--- src/rtl/esc_pkg.sv ---
// Shared types and LP line-state constants for the escape-mode LP encoder.
package esc_pkg;

  typedef enum logic [3:0] {
    IDLE,
    ENT_10,
    ENT_00A,
    ENT_01,
    ENT_00B,
    MARK,
    SPACE,
    EXIT_MARK,
    STOP
  } esc_state_t;

  localparam logic [1:0] LP_STOP  = 2'b11;
  localparam logic [1:0] LP_MARK1 = 2'b10;
  localparam logic [1:0] LP_MARK0 = 2'b01;
  localparam logic [1:0] LP_SPACE = 2'b00;

  function automatic esc_state_t next_entry(input esc_state_t s);
    case (s)
      ENT_10:  return ENT_00A;
      ENT_00A: return ENT_01;
      ENT_01:  return ENT_00B;
      default: return MARK;
    endcase
  endfunction

  function automatic logic [1:0] entry_lp(input esc_state_t s);
    case (s)
      ENT_10:  return LP_MARK1;
      ENT_01:  return LP_MARK0;
      default: return LP_SPACE;
    endcase
  endfunction

  function automatic logic [1:0] mark_lp(input logic b);
    return b ? LP_MARK1 : LP_MARK0;
  endfunction

endpackage

--- src/rtl/esc_lp_encoder.sv ---
// Escape-mode LP encoder: entry sequence, spaced one-hot bit marks, exit.
// Optional ESC_FRAME_CHECK_EN adds FrameErr and a per-byte bit counter.
module esc_lp_encoder
  import esc_pkg::*;
#(
  parameter int LP_HOLD = 1
) (
  input  logic       TxClkEsc,
  input  logic       rst,
  input  logic       TxRequestEsc,
  input  logic       SerBit,
  input  logic       LastBit,
  output logic       EscSerEn,
  output logic [1:0] LpOut,
  output logic       EscBusy,
  output logic       TxDoneEsc
`ifdef ESC_FRAME_CHECK_EN
  ,
  output logic       FrameErr
`endif
);

  localparam logic [3:0] HOLD_LAST = 4'(LP_HOLD - 1);

  esc_state_t state;
  logic [3:0] hold;
  logic       last_q;
`ifdef ESC_FRAME_CHECK_EN
  logic [2:0] bit_cnt;
`endif

  always_ff @(posedge TxClkEsc or posedge rst) begin
    if (rst) begin
      state     <= IDLE;
      hold      <= '0;
      last_q    <= 1'b0;
      LpOut     <= LP_STOP;
      EscSerEn  <= 1'b0;
      EscBusy   <= 1'b0;
      TxDoneEsc <= 1'b0;
`ifdef ESC_FRAME_CHECK_EN
      bit_cnt   <= '0;
      FrameErr  <= 1'b0;
`endif
    end else begin
      EscSerEn  <= 1'b0;
      TxDoneEsc <= 1'b0;
`ifdef ESC_FRAME_CHECK_EN
      FrameErr  <= 1'b0;
`endif
      unique case (state)
        IDLE: begin
          if (TxRequestEsc) begin
            state   <= ENT_10;
            LpOut   <= LP_MARK1;
            EscBusy <= 1'b1;
            hold    <= '0;
          end
        end
        ENT_10, ENT_00A, ENT_01, ENT_00B: begin
          if (!TxRequestEsc) begin
            // Aborted entry: back to stop without a done pulse
            state <= STOP;
            LpOut <= LP_STOP;
            hold  <= '0;
          end else if (hold != HOLD_LAST) begin
            hold     <= hold + 4'd1;
            EscSerEn <= (state == ENT_00B)
                     && (hold + 4'd1 == HOLD_LAST);
          end else if (state == ENT_00B) begin
            hold   <= '0;
            state  <= MARK;
            LpOut  <= mark_lp(SerBit);
            last_q <= LastBit;
`ifdef ESC_FRAME_CHECK_EN
            bit_cnt <= '0;
`endif
          end else begin
            hold     <= '0;
            state    <= next_entry(state);
            LpOut    <= entry_lp(next_entry(state));
            EscSerEn <= (state == ENT_01)
                     && (HOLD_LAST == 4'd0);
          end
        end
        MARK: begin
          state    <= SPACE;
          LpOut    <= LP_SPACE;
          EscSerEn <= 1'b1;
`ifdef ESC_FRAME_CHECK_EN
          FrameErr <= last_q != (bit_cnt == 3'd7);
`endif
        end
        SPACE: begin
          // Request drop only takes effect at a byte boundary
          if (!last_q || TxRequestEsc) begin
            state  <= MARK;
            LpOut  <= mark_lp(SerBit);
            last_q <= LastBit;
`ifdef ESC_FRAME_CHECK_EN
            bit_cnt <= bit_cnt + 3'd1;
`endif
          end else begin
            state <= EXIT_MARK;
            LpOut <= LP_MARK1;
          end
        end
        EXIT_MARK: begin
          state     <= STOP;
          LpOut     <= LP_STOP;
          TxDoneEsc <= 1'b1;
        end
        STOP: begin
          state   <= IDLE;
          LpOut   <= LP_STOP;
          EscBusy <= 1'b0;
        end
        default: begin
          state   <= IDLE;
          LpOut   <= LP_STOP;
          EscBusy <= 1'b0;
        end
      endcase
    end
  end

endmodule
--- config.mk ---
export PLATFORM = sky130hd
export DESIGN_NAME = esc_lp_encoder
export DESIGN_NICKNAME = d
export VERILOG_FILES = /design/src/rtl/esc_pkg.sv /design/src/rtl/esc_lp_encoder.sv
export SDC_FILE = /design/constraint.sdc
export NUM_CORES = 1
export LEC_CHECK = 0
export CAP_MARGIN = 0
export CORE_MARGIN = 2
export CORE_UTILIZATION = 40
export DETAILED_ROUTE_END_ITERATION = 8
export PLACE_DENSITY = 0.56
export SYNTH_ARGS = -nofsm -noshare
export SYNTH_HDL_FRONTEND = slang
export SYNTH_SLANG_ARGS = --single-unit
--- constraint.sdc ---
create_clock -name TxClkEsc -period 2.3 [get_ports TxClkEsc]
set_clock_uncertainty 0.1 [all_clocks]
set_input_delay 0.46 -clock TxClkEsc [delete_from_list [all_inputs] [get_ports TxClkEsc]]
set_output_delay 0.46 -clock TxClkEsc [all_outputs]
set_load 0.005 [all_outputs]
==> impl_metrics.tcl <==
set metrics [dict create \
    status "finished, final reports clean" \
    cp_num_buf_inv 1 \
    cp.depth 6 \
    place_area_sq_um 1154 \
    die-area_sq_um 2922 \
    post-cts-setup-buffers 0 \
    grt.total_usage_pct 18.46 \
    p_sw_share_pct 42.32 \
    synthCells 115 \
    syn_area_per_cell_sq_um 8.715 \
    coreArea_sq_um 2432 \
    r2r_start "hold[0]$_DFFE_PP0P_" \
    final_area_sq_um 1180 \
    reg2regPathDepth 6 \
    setup_viol 0 \
    grt_setup_unrepaired "false" \
    reg2reg_to "last_q$_DFFE_PP0P_" \
    async_reset_ff_share_pct 100.0 \
    cts_tree "built" \
    path_class "reg2reg" \
    synth_ff_type "dfrtp_1" \
    post-route-util_pct 48.51 \
    p_int_mw 0.7684 \
    drt-wirelength-per-cell_um 14.33 \
    slowest_delay_ns 0.47 \
    crit_chain "inv_1, ha_1, or3b_1, o32ai_2, o21ai_1, mux2_4" \
    path_max_fanout 7 \
    drive_gt1_share_pct 12.40 \
    vias 906 \
    cts-buffers-inserted 3 \
    clkTransAtPathRegs_ns 0.09 \
    rows 18 \
    fin_crit_ns 2.043 \
    synthesis.nets 123 \
    wl_met3_um 111 \
    gr-total-overflow 0 \
    synth_edf_count 0 \
    ios 10 \
    synth-seq-cells 14 \
    portBuffers 9 \
    wirelength_mm 2.279 \
    syn_to_final_growth_pct 17.73 \
    tightest_slew_ns 0.6476 \
    ff2ff_setup_slack_ns 0.26 \
    n_antenna_cell 0 \
    fin_crit_sh_pct 88.85 \
    cpLargestDelayFamily "simple AND/OR/NAND/NOR gates" \
    insertion_delay_ns 0.29 \
    first_global_vias 831 \
    cp-start-kind "register" \
    place_congestion 0.8380 \
    initial_core_util_pct 41.20 \
    die_x_um 54.06 \
    max_cap_viol_count 0 \
    vias_per_cell 5.698 \
    critPathSlowestCell "or3b_1" \
    drc_errors 0 \
    fin_setup_tns_ns 0 \
    clkPwrFrac_pct 11.1 \
    yosysTopAreaCell "dfrtp_1" \
    ys_types 44 \
    wl_met2_mm 1.046 \
    synth_top_area_share_pct 29.96 \
    switching_power_mw 0.5637 \
    powerDensity_nw_per_um2 1129 \
    seqPwrFrac_pct 34.5 \
    finalNetCount 138 \
    grt_pass1_wl_mm 3.822 \
    hpwl_mm 1.629 \
    cts_buffer_depth 2 \
    timing.fmax_mhz 489.4 \
    clockRootBuffer "clkbuf_4" \
    drt_iter0_markers 30 \
    slew_headroom_pct 56.83 \
    htreeDepth 1 \
    p_leak_nw 0.5030 \
    cp.arrival_ns 2.12 \
    seq_area_frac_synth_pct 35.21 \
    drtAntennaViolNets 0 \
    mostFrequentLayoutCells "dfrtp_1 (12), nor2_1 (9), clkdlybuf4s50_1 (9), buf_4 (9), nor2b_1 (8)" \
    netlist_area_sq_um 1002 \
    top_layer_used "met4" \
    mostFrequentLayoutCell "dfrtp_1" \
    cts_sinks 14 \
    critPathCaptureType "register" \
    total_power_mw 1.332 \
    grt_max_degree 23 \
    hold_viol 0 \
    dieHeight_um 54.06 \
    synth_area_leaders "dfrtp_1 (30%), dfstp_2 (5.2%), nor2b_1 (5.0%)" \
    crit_required_ns 2.38 \
    combPwrFrac_pct 54.4 \
    hp-class "in2async" \
    drtPass1Iterations 4 \
    cts_hold_buf 0 \
    yosysWarnings 0 \
    antenna_found_initial 0 \
    slew_viol_final 0 \
    irDropWorstVdd_mv 0.5839 \
    cts-resized-gates 0 \
    wl_met1_mm 1.107 \
]
## per-layer routing
layer | vias up | track usage, %
li1 | 453 | -
met1 | 424 | 24.70
met2 | 27 | 28.05
met3 | 2 | 6.111
met4 | 0 | 5.833
met5 | - | 0
## worst register-to-register path, delay by kind of cell, from the launching register on
| family | cells | cell delay, ns |
|---|---|---|
| fa+ha+maj | 1 | 0.15 |
| compound gates | 2 | 0.41 |
| mux | 1 | 0.31 |
| simple gates | 1 | 0.47 |
| buf+inv | 1 | 0.08 |
| flops | 1 | 0.44 |
## final cells by class
| type | instances | area [sq um] |
|---|---|---|
| fillers | 237 | 1252 |
| multi-input cells | 86 | 579.3 |
| flip-flops and latches | 14 | 352.8 |
| repair buffers | 18 | 157.7 |
| well taps | 30 | 37.54 |
| clock buffers | 4 | 26.28 |
| inverters | 7 | 26.28 |
## sequential cells by signal, summed over array words and instances (netlist names)
signal / flops
hold: 4
state: 4
LpOut: 2
EscBusy: 1
EscSerEn: 1
TxDoneEsc: 1
last_q: 1
## per-stage QoR
step	hold WS, ns	setup WS, ns	std cells
final	0.4078	0.2566	159
after global routing	0.4382	0.1245	159
after CTS	0.4225	0.2638	159
after detailed placement	0.3985	-0.0003466	155
after global placement	0.3870	0.02518	155
after floorplan	0.2478	0.3685	115
## cell families (layout without fill, tap and decap cells)
family,count (synthesis),after routing,synth area share (%)
simple gates,42,42,23.10
compound gates,36,36,25.72
buf+inv,15,29,6.992
flops,14,14,35.21
fa+ha+maj,4,4,4.745
xor+xnor,2,2,1.748
mux,2,2,2.496
## Yosys cell counts (2+ instances only)
| cell type | count |
|---|---|
| nor2b_1 | 8 |
| nor3_1 | 3 |
| a221oi_1 | 2 |
| a211oi_1 | 3 |
| or3_1 | 3 |
| nand2_1 | 4 |
| buf_2 | 5 |
| ha_1 | 3 |
| nor2_1 | 9 |
| nor3b_1 | 2 |
| a31oi_1 | 4 |
| a21o_1 | 3 |
| clkbuf_1 | 2 |
| o21ai_0 | 7 |
| nand3_1 | 2 |
| o21a_1 | 2 |
| a21oi_1 | 4 |
| nand4_1 | 2 |
| inv_1 | 7 |
| dfrtp_1 | 12 |
| dfstp_2 | 2 |
| nand2b_1 | 4 |
## how the worst max path moves through the flow
stage                        startpoint                    to  slack [ns]
floorplan           hold[1]$_DFFE_PP0P_    last_q$_DFFE_PP0P_        0.37
global placement           TxRequestEsc  LpOut[0]$_DFFE_PP1P_        0.03
global route               TxRequestEsc  LpOut[1]$_DFFE_PP1P_        0.12
detailed placement         TxRequestEsc   hold[3]$_DFFE_PP0P_     -0.0003
finish              hold[0]$_DFFE_PP0P_    last_q$_DFFE_PP0P_        0.26
CTS                 hold[0]$_DFFE_PP0P_    last_q$_DFFE_PP0P_        0.26
## power by group through the flow
stage          sequential (mW)  clock, mW  combinational (mW)
5_1_grt                  0.468      0.171               0.808
3_5_place_dp             0.458          0               0.719
6_report                 0.459      0.147               0.725
2_1_floorplan            0.402          0               0.568
4_1_cts                  0.454      0.157               0.723
3_3_place_gp             0.460          0               0.726
(Power assumes the default switching activity.)
